$ cat src/rtl/mmac_result_drain.sv
// mmac_result_drain: snapshots the MAC result matrix on start and streams it
// out row-major over a valid/ready interface, then pulses done.
// Optional feature macro: MMAC_DRAIN_CLEAR_EN -- when defined, mac_clear pulses
// in the first STREAM cycle after each capture; otherwise mac_clear is tied 0.
//
// Handshake: an element transfers on a rising edge where out_valid=1 and
// out_ready=1. While out_valid=1 and out_ready=0, out_data/out_row/out_col/
// out_last hold. out_valid never depends combinationally on out_ready.

package mmac_pkg;
  localparam int DATA_WIDTH = 8;
  localparam int M_SIZE     = 2;
endpackage

module mmac_result_drain #(
  parameter int DATA_WIDTH = mmac_pkg::DATA_WIDTH,
  parameter int M_SIZE     = mmac_pkg::M_SIZE,
  localparam int IW        = (M_SIZE > 1) ? $clog2(M_SIZE) : 1
) (
  input  logic                  clock,
  input  logic                  reset,
  input  logic                  start,
  input  logic [DATA_WIDTH-1:0] result [0:M_SIZE-1][0:M_SIZE-1],
  output logic                  busy,
  output logic                  out_valid,
  input  logic                  out_ready,
  output logic [DATA_WIDTH-1:0] out_data,
  output logic [IW-1:0]         out_row,
  output logic [IW-1:0]         out_col,
  output logic                  out_last,
  output logic                  done,
  output logic                  mac_clear,
  output logic                  o_dbg_state
);

  typedef enum logic {
    IDLE   = 1'b0,
    STREAM = 1'b1
  } state_t;

  localparam logic [IW-1:0] LAST_IDX = IW'(M_SIZE - 1);

  state_t                r_state;
  state_t                w_next_state;
  logic [DATA_WIDTH-1:0] r_snap [0:M_SIZE-1][0:M_SIZE-1];
  logic [IW-1:0]         r_row;
  logic [IW-1:0]         r_col;
  logic                  r_done;
  logic                  r_clear;

  logic                  w_capture;
  logic                  w_fire;
  logic                  w_at_last;

  // Capture only from IDLE; start is ignored for the whole stream.
  assign w_capture = (r_state == IDLE) && start;
  // A transfer happens whenever we are streaming and downstream is ready.
  assign w_fire    = (r_state == STREAM) && out_ready;
  assign w_at_last = (r_row == LAST_IDX) && (r_col == LAST_IDX);

  // State register: reset dominates start and out_ready.
  always_ff @(posedge clock) begin
    if (!reset) begin
      r_state <= IDLE;
    end else begin
      r_state <= w_next_state;
    end
  end

  // Next-state logic: IDLE -> STREAM on capture, back on last accepted element.
  always_comb begin
    w_next_state = r_state;
    case (r_state)
      IDLE: begin
        if (start) begin
          w_next_state = STREAM;
        end
      end
      STREAM: begin
        if (w_fire && w_at_last) begin
          w_next_state = IDLE;
        end
      end
      default: begin
        w_next_state = IDLE;
      end
    endcase
  end

  // Snapshot buffer: whole matrix registered at the capture edge only.
  always_ff @(posedge clock) begin
    if (!reset) begin
      for (int r = 0; r < M_SIZE; r++) begin
        for (int c = 0; c < M_SIZE; c++) begin
          r_snap[r][c] <= '0;
        end
      end
    end else if (w_capture) begin
      for (int r = 0; r < M_SIZE; r++) begin
        for (int c = 0; c < M_SIZE; c++) begin
          r_snap[r][c] <= result[r][c];
        end
      end
    end
  end

  // Row/column walk: restart at (0,0) on capture, advance on each transfer.
  always_ff @(posedge clock) begin
    if (!reset) begin
      r_row <= '0;
      r_col <= '0;
    end else if (w_capture) begin
      r_row <= '0;
      r_col <= '0;
    end else if (w_fire) begin
      if (r_col == LAST_IDX) begin
        r_col <= '0;
        r_row <= w_at_last ? '0 : r_row + 1'b1;
      end else begin
        r_col <= r_col + 1'b1;
      end
    end
  end

  // done pulses in the cycle after the final element is accepted; a reset
  // mid-stream never reaches the final acceptance, so no pulse is produced.
  always_ff @(posedge clock) begin
    if (!reset) begin
      r_done <= 1'b0;
    end else begin
      r_done <= w_fire && w_at_last;
    end
  end

`ifdef MMAC_DRAIN_CLEAR_EN
  // mac_clear lands in the first STREAM cycle so the accumulator restarts
  // while the snapshot is still draining.
  always_ff @(posedge clock) begin
    if (!reset) begin
      r_clear <= 1'b0;
    end else begin
      r_clear <= w_capture;
    end
  end
`else
  // Accumulator control is left to the system.
  assign r_clear = 1'b0;
`endif

  // Output decode: everything on the data side reads zero outside STREAM.
  always_comb begin
    busy        = 1'b0;
    out_valid   = 1'b0;
    out_data    = '0;
    out_row     = '0;
    out_col     = '0;
    out_last    = 1'b0;
    done        = r_done;
    mac_clear   = r_clear;
    o_dbg_state = r_state;
    if (r_state == STREAM) begin
      busy      = 1'b1;
      out_valid = 1'b1;
      out_data  = r_snap[r_row][r_col];
      out_row   = r_row;
      out_col   = r_col;
      out_last  = w_at_last;
    end
  end

endmodule

$ cat config.mk
export PLATFORM = sky130hd
export DESIGN_NAME = mmac_result_drain
export DESIGN_NICKNAME = d
export VERILOG_FILES = /design/src/rtl/mmac_result_drain.sv
export SDC_FILE = /design/constraint.sdc
export NUM_CORES = 1
export LEC_CHECK = 0
export BUFFER_PORTS_ARGS = -buffer_cell sky130_fd_sc_hd__buf_2
export CORE_ASPECT_RATIO = 0.5
export CORE_MARGIN = 1
export CORE_UTILIZATION = 50
export DETAILED_ROUTE_END_ITERATION = 16
export GPL_TIMING_DRIVEN = 0
export PLACE_DENSITY = 0.78
export REMOVE_ABC_BUFFERS = 1
export SYNTH_ARGS = -nofsm -noshare
export SYNTH_HDL_FRONTEND = slang
export SYNTH_SLANG_ARGS = --single-unit
$ cat constraint.sdc
create_clock -name clock -period 4.1 [get_ports clock]
set_input_delay 0.205 -clock clock [delete_from_list [all_inputs] [get_ports clock]]
set_output_delay 0.205 -clock clock [all_outputs]
set_load 0.01 [all_outputs]
==> results.cfg <==
[grt]
grt_pass1_vias = 998
grt_overflow = 0
antenna_found_initial = 0
grt_max_degree = 33
grt_pass1_wl_mm = 4.56
grt_usage_pct = 17.7

[timing]
final_hold_viol_count = 0
finalSetupViolCount = 0
finClkSkew_ns = 0.00287
max_slew.worst_pin.slew_ns = 0.965
timing.final.max_slew_violations = 0
slew_headroom_pct = 35.6
post-route-min-period_ns = 2.03
rsz0062_at_grt = no
tns_ns = 0
timing.fmax_ghz = 0.492
final.period_utilization_pct = 49.6
whs_ns = 0.183

[setup_path]
worstSetupEndpointType = output port
crit_family = flip-flops
worst-path-buf-inv = 1
start_kind = register
cp_slowest_stage_delay_ns = 0.95
crit_type = register to output port
crit_path_max_fanout = 16
crit_arrival_ns = 1.83
critPathRequiredTime_ns = 3.89
slowest_stage = dfxtp_1
worstPathCellList = mux2i_1 > o22ai_1 > buf_2

[layout]
n_fill_cell = 249
multi_input_area_um2 = 526
nNetsFinal = 205
diodes = 0
syn_to_final_growth_pct = 20.7
utilization_pct = 64.8
drive_gt1_share_pct = 35.3
regArea_mm2 = 0.00106

[run]
max_cap_violations = 0

[floorplan]
die-width_um = 83.3
die-height_um = 42.7
rows = 14
core_area_mm2 = 0.00308
io_pins = 52
die_area_mm2 = 0.00356
floorplan.initialDensity_pct = 53.7

[status]
outcome = complete, no violations

[cts]
clockBufferDepth = 2
cts.clk_slew.worst_paths_ns = 0.07
ctsHoldBuffers = 0
cts_resized = 0
tritoncts = built
htree_levels = 2
cts_buffers = 5
root_buffer = clkbuf_8
clk_latency_ns = 0.28
postCtsSetupRepairBufs = 0
clock_sinks = 37

[detailed_routing]
drt_wl_total_mm = 2.70
drtIter0Drc = 49
dr.pass1.iters = 4
routedWlPerCell_um = 12.8
viasPerCell = 4.87
vias = 1022
drc = 0
ant_nets = 0

[synthesis]
synthesis.area_mm2 = 0.00165
synth_area_per_cell_um2 = 13.7
synth_area_leader_cell = edfxtp_1
synth_top_cell_area_share_pct = 58.1
syn_inst = 121
synth.distinct_cells = 20
synth_common_cells = 33 x and2_1, 32 x edfxtp_1, 16 x mux2i_1, 8 x o22ai_1, 5 x dfxtp_1
yosysSeqAreaShare_pct = 64.1
ys_warn_count = 0
synth_edf_count = 32
synthArstFlopShare_pct = 0
synth.most_common_cell = and2_1
ys_seq_elements = 37
synth_flop_cell = edfxtp_1
synth_area_leaders = edfxtp_1 58%, and2_1 12%, mux2i_1 9.7%, dfxtp_1 6.1%, o22ai_1 3.0%

[worst_hold_path]
hp-class = input pin to register

[power]
power-per-cell-area_mw_per_mm2 = 376
irDropWorstVdd_uv = 220
leakagePower_nw = 0.838

[placed_design]
hpwl_mm = 1.83
place_congestion = 0.649
io_buffers = 50
[state kept, by name (all words and copies together) (netlist names), named ones only]
register and flops:
done 1, o_dbg_state 1, r_col 1, r_row 1, r_snap 32
[worst reg2reg max path, cell delays in order (launching register included)]
cell     delay (ns)
dfxtp_1        0.45
nor3b_4        0.81
and2_1         0.25
[routing by layer]
layer	GRT usage [%]	part of all wire, %	vias to the layer above
met5	0	0	-
met3	6.61	5.0	8
met4	8.28	1.8	0
met1	20.5	44	468
li1	-	-	519
met2	30.0	49	27
[through the flow]
| stage | area, µm² | instances | power, W | setup slack (ns) |
|---|---|---|---|---|
| final | 2000 | 210 | 0.000751 | 2.07 |
| after global placement | 1880 | 201 | 0.000516 | 0.0345 |
| after global routing | 2000 | 210 | 0.000783 | 1.89 |
| after detailed placement | 1910 | 202 | 0.000522 | 2.34 |
| after floorplan | 1580 | 111 | 0.000488 | 0.676 |
| after CTS | 2000 | 210 | 0.000757 | 2.03 |
[cell usage in the layout (no fill, tap or decap), types with 2 or more instances in the layout]
cell,count
buf_2,50
and2_1,33
edfxtp_1,32
mux2i_1,16
o22ai_1,8
dfxtp_1,5
clkbuf_8,5
nand2_1,2
inv_1,2
and3_1,2
xor2_1,2
nor2_1,2
clkinv_2,2
[power breakdown]
group	switching [W]	internal, W	total [W]
clock	0.000120	0.000118	0.000238
combinational	0.0000336	0.0000335	0.0000670
sequential	0.00000962	0.000436	0.000446
total	0.000164	0.000587	0.000751
[area by class of cell]
| cell class | count | area share (%) |
|---|---|---|
| Sequential cell | 37 | 53.1 |
| Multi-Input combinational cell | 72 | 26.3 |
| Timing Repair Buffer | 51 | 13.5 |
| Clock buffer | 6 | 3.63 |
| Tap cell | 40 | 2.51 |
| Clock inverter | 2 | 0.501 |
| Inverter | 2 | 0.376 |
[cell families (layout without fill, tap and decap cells)]
| family | count (synthesis) | in the layout | share of synthesized area, % |
|---|---|---|---|
| flops | 37 | 37 | 64.1 |
| other cells | 1 | 1 | 0.227 |
| simple gates | 42 | 42 | 16.0 |
| buf+inv | 12 | 61 | 4.77 |
| xor+xnor | 2 | 2 | 1.06 |
| compound gates | 11 | 11 | 4.16 |
| mux | 16 | 16 | 9.68 |
[final timing paths]
check	to	from	cells after the start	slack (ns)
min reg2reg	o_dbg_state$_SDFF_PN0_	r_row$_SDFFE_PP0P_	1	0.55
max reg2reg	r_snap[0][15]$_SDFFCE_PN0P_	o_dbg_state$_SDFF_PN0_	2	2.47
max	out_data[3]	register	3	2.07
min	o_dbg_state$_SDFF_PN0_	out_ready	2	0.18
Power figures use the tool's default switching activity.
